--- src/rtl/arith_pkg.sv ---
// Shared types and helpers for the ratio/gain magnitude datapath.
package arith_pkg;

    typedef enum logic [2:0] {
        IDLE,
        MULT,
        DIV,
        FIN,
        OUT
    } state_t;

    localparam int OVF_ZERO  = 0;
    localparam int OVF_CLAMP = 1;

    // Magnitude of a sign-extended value; the most negative input maps to 2^(w-1).
    function automatic logic [63:0] abs_mag(input logic signed [63:0] v);
        return v[63] ? unsigned'(-v) : unsigned'(v);
    endfunction

endpackage

--- src/rtl/seq_udiv.sv ---
// Restoring unsigned divider, one quotient bit per cycle, MSB first.
// done_o is high during the final iteration, so quo_o is complete after that edge.
module seq_udiv #(
    parameter int NUM_W = 48,
    parameter int DEN_W = 32
) (
    input  logic             clk,
    input  logic             rst,
    input  logic             start_i,
    input  logic [NUM_W-1:0] num_i,
    input  logic [DEN_W-1:0] den_i,
    output logic             done_o,
    output logic [NUM_W-1:0] quo_o
);

    localparam int CNT_W = $clog2(NUM_W + 1);

    logic [CNT_W-1:0] cnt_q, cnt_d;
    logic [DEN_W-1:0] rem_q, rem_d;
    logic [DEN_W-1:0] den_q, den_d;
    logic [NUM_W-1:0] quo_q, quo_d;
    logic [DEN_W:0]   trial;
    logic             ge;

    // Load on start, otherwise shift-subtract while the down-counter runs.
    always_comb begin
        cnt_d = cnt_q;
        rem_d = rem_q;
        den_d = den_q;
        quo_d = quo_q;
        trial = {rem_q, quo_q[NUM_W-1]};
        ge    = (trial >= {1'b0, den_q});
        if (start_i) begin
            cnt_d = CNT_W'(NUM_W);
            rem_d = '0;
            den_d = den_i;
            quo_d = num_i;
        end else if (cnt_q != '0) begin
            cnt_d = cnt_q - CNT_W'(1);
            rem_d = ge ? DEN_W'(trial - {1'b0, den_q}) : trial[DEN_W-1:0];
            quo_d = {quo_q[NUM_W-2:0], ge};
        end
    end

    // Divider state registers.
    always_ff @(posedge clk or posedge rst) begin
        if (rst) begin
            cnt_q <= '0;
            rem_q <= '0;
            den_q <= '0;
            quo_q <= '0;
        end else begin
            cnt_q <= cnt_d;
            rem_q <= rem_d;
            den_q <= den_d;
            quo_q <= quo_d;
        end
    end

    assign done_o = (cnt_q == CNT_W'(1));
    assign quo_o  = quo_q;

endmodule

--- src/rtl/arith_ratio_gain.sv ---
// Multichannel |i * Ku[ch] / q| with per-channel gain registers and
// saturate-or-zero on overflow / divide-by-zero. One sample in flight.
//
// state | meaning
// IDLE  | ready for a new sample
// MULT  | form |i| * Ku and start the divider
// DIV   | divider iterating, NUM_W cycles
// FIN   | scale, overflow check, register result
// OUT   | result presented, waiting for out_ready
module arith_ratio_gain
    import arith_pkg::*;
#(
    parameter int DATA_W    = 32,
    parameter int GAIN_W    = 16,
    parameter int GAIN_FRAC = 8,
    parameter int OUT_W     = 32,
    parameter int N_CH      = 4,
    parameter int OVF_MODE  = OVF_ZERO,
    parameter logic [GAIN_W-1:0] GAIN_RST = GAIN_W'(1 << GAIN_FRAC),
    localparam int CH_W     = (N_CH > 1) ? $clog2(N_CH) : 1
) (
    input  logic              clk,
    input  logic              reset,
    input  logic              gain_we,
    input  logic [CH_W-1:0]   gain_addr,
    input  logic [GAIN_W-1:0] gain_data,
    input  logic              in_valid,
    output logic              in_ready,
    input  logic [CH_W-1:0]   in_ch,
    input  logic [DATA_W-1:0] in_i,
    input  logic [DATA_W-1:0] in_q,
    output logic              out_valid,
    input  logic              out_ready,
    output logic [CH_W-1:0]   out_ch,
    output logic [OUT_W-1:0]  out_data,
    output logic              out_ovf,
    output logic              busy
);

    localparam int NUM_W = DATA_W + GAIN_W;
    localparam int MAXW  = (OUT_W > NUM_W) ? OUT_W : NUM_W;
    localparam logic [MAXW-1:0] OUT_MAX = {{(MAXW-OUT_W+1){1'b0}}, {(OUT_W-1){1'b1}}};

    state_t state_q, state_d;

    logic [GAIN_W-1:0] gain_q [N_CH];
    logic [GAIN_W-1:0] gain_rd;
    logic [DATA_W-1:0] mag_i, mag_q;
    logic [DATA_W-1:0] mag_i_q, mag_q_q;
    logic [GAIN_W-1:0] gain_lat_q;
    logic [CH_W-1:0]   ch_q;
    logic              div0_q;
    logic              accept;
    logic              div_start, div_done;
    logic [NUM_W-1:0]  prod, quo;
    logic [MAXW-1:0]   r_ext;
    logic              ovf;
    logic [OUT_W-1:0]  res;
    logic              out_valid_q, out_ovf_q;
    logic [OUT_W-1:0]  out_data_q;
    logic [CH_W-1:0]   out_ch_q;

    assign in_ready  = (state_q == IDLE);
    assign busy      = (state_q != IDLE);
    assign accept    = in_valid && in_ready;
    assign mag_i     = DATA_W'(abs_mag(64'(signed'(in_i))));
    assign mag_q     = DATA_W'(abs_mag(64'(signed'(in_q))));
    assign div_start = (state_q == MULT);
    assign prod      = NUM_W'(mag_i_q) * NUM_W'(gain_lat_q);

    // Gain lookup for the incoming channel; out-of-range channels see unity.
    always_comb begin
        gain_rd = GAIN_RST;
        if (int'(in_ch) < N_CH) gain_rd = gain_q[in_ch];
    end

    // Next-state logic.
    always_comb begin
        state_d = state_q;
        unique case (state_q)
            IDLE:    if (in_valid) state_d = MULT;
            MULT:    state_d = DIV;
            DIV:     if (div_done) state_d = FIN;
            FIN:     state_d = OUT;
            OUT:     if (out_ready) state_d = IDLE;
            default: state_d = IDLE;
        endcase
    end

    // State register.
    always_ff @(posedge clk or posedge reset) begin
        if (reset) state_q <= IDLE;
        else       state_q <= state_d;
    end

    // Drop the Ku fraction, then saturate or zero on overflow / div0.
    always_comb begin
        r_ext = MAXW'(quo >> GAIN_FRAC);
        ovf   = div0_q || (r_ext > OUT_MAX);
        res   = OUT_W'(r_ext);
        if (ovf) res = (OVF_MODE == OVF_CLAMP) ? OUT_W'(OUT_MAX) : '0;
    end

    // Gain registers; a write on the accept edge lands after the old value is latched.
    always_ff @(posedge clk or posedge reset) begin
        if (reset) begin
            for (int c = 0; c < N_CH; c++) gain_q[c] <= GAIN_RST;
        end else if (gain_we && (int'(gain_addr) < N_CH)) begin
            gain_q[gain_addr] <= gain_data;
        end
    end

    // Operand capture at accept, result capture in FIN, release on output handshake.
    always_ff @(posedge clk or posedge reset) begin
        if (reset) begin
            mag_i_q     <= '0;
            mag_q_q     <= '0;
            gain_lat_q  <= '0;
            ch_q        <= '0;
            div0_q      <= 1'b0;
            out_valid_q <= 1'b0;
            out_ovf_q   <= 1'b0;
            out_data_q  <= '0;
            out_ch_q    <= '0;
        end else begin
            if (accept) begin
                mag_i_q    <= mag_i;
                mag_q_q    <= mag_q;
                gain_lat_q <= gain_rd;
                ch_q       <= in_ch;
                div0_q     <= (in_q == '0);
            end
            if (state_q == FIN) begin
                out_valid_q <= 1'b1;
                out_ovf_q   <= ovf;
                out_data_q  <= res;
                out_ch_q    <= ch_q;
            end else if ((state_q == OUT) && out_ready) begin
                out_valid_q <= 1'b0;
            end
        end
    end

    seq_udiv #(
        .NUM_W(NUM_W),
        .DEN_W(DATA_W)
    ) u_div (
        .clk    (clk),
        .rst    (reset),
        .start_i(div_start),
        .num_i  (prod),
        .den_i  (mag_q_q),
        .done_o (div_done),
        .quo_o  (quo)
    );

    assign out_valid = out_valid_q;
    assign out_ovf   = out_ovf_q;
    assign out_data  = out_data_q;
    assign out_ch    = out_ch_q;

endmodule
--- config.mk ---
export PLATFORM = sky130hd
export DESIGN_NAME = arith_ratio_gain
export DESIGN_NICKNAME = d
export VERILOG_FILES = /design/src/rtl/arith_pkg.sv /design/src/rtl/seq_udiv.sv /design/src/rtl/arith_ratio_gain.sv
export SDC_FILE = /design/constraint.sdc
export NUM_CORES = 2
export LEC_CHECK = 0
export BUFFER_PORTS_ARGS = -buffer_cell sky130_fd_sc_hd__buf_2
export CAP_MARGIN = 40
export CORE_MARGIN = 5
export CORE_UTILIZATION = 57
export CTS_CLUSTER_DIAMETER = 120
export CTS_CLUSTER_SIZE = 10
export DETAILED_ROUTE_END_ITERATION = 7
export PLACE_DENSITY = 0.78
export SLEW_MARGIN = 20
export SYNTH_ARGS = -nofsm -noshare
export SYNTH_HDL_FRONTEND = slang
export SYNTH_SLANG_ARGS = --single-unit
--- constraint.sdc ---
create_clock -name clk -period 13.9 [get_ports clk]
set_clock_uncertainty 0.1 [all_clocks]
set_input_delay 2.78 -clock clk [delete_from_list [all_inputs] [get_ports clk]]
set_output_delay 2.78 -clock clk [all_outputs]
set_load 0.02 [all_outputs]
==> impl_metrics.toml <==
[clock_tree]
cts_max_level = 2
hold_buffers = 0
cts.clk_slew.worst_paths_ps = 70
cts_tree = "done"
clk_latency_ps = 560
post_cts_buffers = 0
cts-resized-gates = 0
cts_buffers = 36
clockBufferDepth = 3
cts-root-buf = "clkbuf_16"
clock-sinks = 304

[synthesis]
synth.area.top_cells = "fa_1 27%, dfrtp_1 24%, nand2_1 7.6%"
yosysMostFrequentCell = "nand2_1"
synth_cell_types = 73
syn_avg_cell_area_um2 = 9.16
synth_common_cells = "639 x nand2_1, 529 x inv_1, 419 x fa_1"
syn_inst = 3455
seq_area_frac_synth = 0.241
async_reset_ff_frac = 1.00
synth_edf_count = 0
synth.ff_latch_count = 304
synth_top_cell_area_share = 0.265
ys.warnings.count = 0
synth_top_cell_by_area = "fa_1"
synth_flop_cell = "dfrtp_1"
synth_area_um2 = 31600
syn_nets = 4119

[route]
wl_per_cell_um = 18.0
routed_wl_um = 76100
detail-route-antenna-nets = 0
drc_errors = 0
dr_total_vias = 24012
vias_per_cell = 5.68
first_iter_violations = 1747
firstDrtPassIters = 6

[placement]
post-place-cells = 4178
gp_congestion = 0.948
portBuffers = 126
dp_hpwl_um = 58000

[floorplanning]
initial_core_util = 0.574
ioPinCount = 127
die_area_um2 = 60300
die_y_um = 246
rows = 86
die_w_um = 246
core_um2 = 55100

[timing]
fin_crit_sh = 0.514
rsz0062_at_grt = "no"
maxSlewHeadroom = 0.332
tightest_slew_ps = 1000
fin_crit_ps = 7140
final_hold_viol_count = 0
finalMaxSlewViolations = 0
max_freq_ghz = 0.140
setup_viol = 0
tns_ps = 0

[setup_path]
crit_path_end_kind = "register"
worst-r2r-cell-count = 23
reg2reg_slack_ps = 6760
cp.required_ps = 14190
critPathBufInv = 5
cp_common_cell = "fa_1"
rr_endpoint = "u_div.quo_o[36]$_DFFE_PP0P_"
critPathLaunchType = "register"
cp.depth = 23
endpoint = "u_div.quo_o[36]$_DFFE_PP0P_"
critPathKind = "register to register"
cp_top_family = "adder cells"
reg2reg_from = "gain_lat_q[6]$_DFFE_PP0P_"
crit_chain = "buf_4, and2_1, fa_1, inv_1, fa_1, fa_1, fa_1, inv_1, fa_1, inv_1, fa_1, inv_1, ha_1, a21oi_1, o21a_1, o21ai_0, a2111oi_0, o211ai_1, a31oi_1, o21bai_1, a311oi_1, xor2_1, o21ai_0"
worstSetupStartpoint = "gain_lat_q[6]$_DFFE_PP0P_"
max_stage_delay_ps = 660
path_max_fanout = 29
arrival_ps = 7430
cpMaxStageDelayCell = "a2111oi_0"

[finish]
multi_input_area_um2 = 21300
final_nets = 4134
drive_above_1_share = 0.0921
seq_area_um2 = 7610
stdcell_count = 4225
syn2layout_area_growth_pct = 7.05
fill_cells = 4653

[global_routing]
antenna_found_initial = 1
track_usage = 0.259
grt_max_degree = 159
grt_pass1_wl_um = 128000
grt_overflow_total = 0
grt_pass1_vias = 24932

[job]
max_cap_viol_count = 0

[status]
outcome = "completed"

[min_path]
hp-class = "register to register"
## cell families after synthesis
kind of cell               synth area share
muxes                                0.0467
adders and majority gates             0.327
AOI/OAI and AO/OA                     0.107
xor gates and xnor gates             0.0346
and+or+nand+nor                       0.159
buffers and inverters                0.0860
DFF                                   0.241
## worst min-delay path by stage
stage	cells after the start	endpoint	from
5_1_grt	2	u_div.den_q[3]$_DFFE_PP0P_	mag_q_q[3]$_DFFE_PP0P_
4_1_cts	2	u_div.den_q[3]$_DFFE_PP0P_	mag_q_q[3]$_DFFE_PP0P_
2_1_floorplan	2	u_div.den_q[0]$_DFFE_PP0P_	mag_q_q[0]$_DFFE_PP0P_
3_5_place_dp	2	u_div.den_q[3]$_DFFE_PP0P_	mag_q_q[3]$_DFFE_PP0P_
6_report	2	u_div.den_q[3]$_DFFE_PP0P_	mag_q_q[3]$_DFFE_PP0P_
3_3_place_gp	2	u_div.den_q[13]$_DFFE_PP0P_	mag_q_q[13]$_DFFE_PP0P_
## routing by layer
layer,GRT usage,routed length [µm],vias to the layer above
met1,0.341,30700,12046
li1,-,-,10983
met3,0.0375,3820,223
met2,0.435,38100,760
met4,0.104,3430,0
met5,0,0,-
## layout by cell type, fill, tap and decap left out, types with 35 or more instances in the layout
cell type,Yosys,layout
a21o_1,48,48
a21oi_1,102,102
a31oi_1,40,40
and2_1,215,213
buf_2,4,126
clkbuf_16,0,38
dfrtp_1,300,300
fa_1,419,419
ha_1,156,156
inv_1,529,528
mux2_2,68,68
mux2i_1,35,35
nand2_1,639,636
nor2_1,83,83
o21ai_0,189,189
xnor2_1,45,45
xor2_1,80,80
## state kept, by name, summed over array words and instances, names as in the netlist
signal / count
gain_q: 64
u_div.quo_o: 48
mag_i_q: 32
mag_q_q: 32
out_data: 32
u_div.den_q: 32
u_div.rem_q: 32
gain_lat_q: 16
u_div.cnt_q: 6
state_q: 3
ch_q: 2
out_ch: 2
div0_q: 1
out_ovf: 1
out_valid: 1
## worst register-to-register path, cell delays in order (launching register included)
cell and delay [ps]:
dfrtp_1 410, buf_4 240, and2_1 230, fa_1 540, inv_1 60, fa_1 550, fa_1 430, fa_1 490
inv_1 60, fa_1 560, inv_1 70, fa_1 540, inv_1 40, ha_1 350, a21oi_1 190, o21a_1 140
o21ai_0 110, a2111oi_0 660, o211ai_1 220, a31oi_1 190, o21bai_1 130, a311oi_1 420, xor2_1 180, o21ai_0 80
## per-stage QoR
step	area (µm²)	hold slack, ps	setup WS (ps)	utilization
finish	33900	378	6760	0.615
global route	33900	395	6360	0.615
CTS	33800	376	6800	0.614
detailed placement	32800	363	6840	0.596
global placement	32700	358	6940	0.594
floorplan	31600	339	2620	-
## final cells by class
class,count,area share
sequential,304,0.225
inverter,529,0.0588
timing repair buffer,161,0.0293
clock inverter,2,0.000739
tap,748,0.0276
clock buffer,42,0.0285
antenna,1,0.0000739
multi-input combinational,2438,0.630
Power is left out: the tool's default activity adds up to more than one toggle a clock period on the data nets, which glitch-free logic cannot reach.
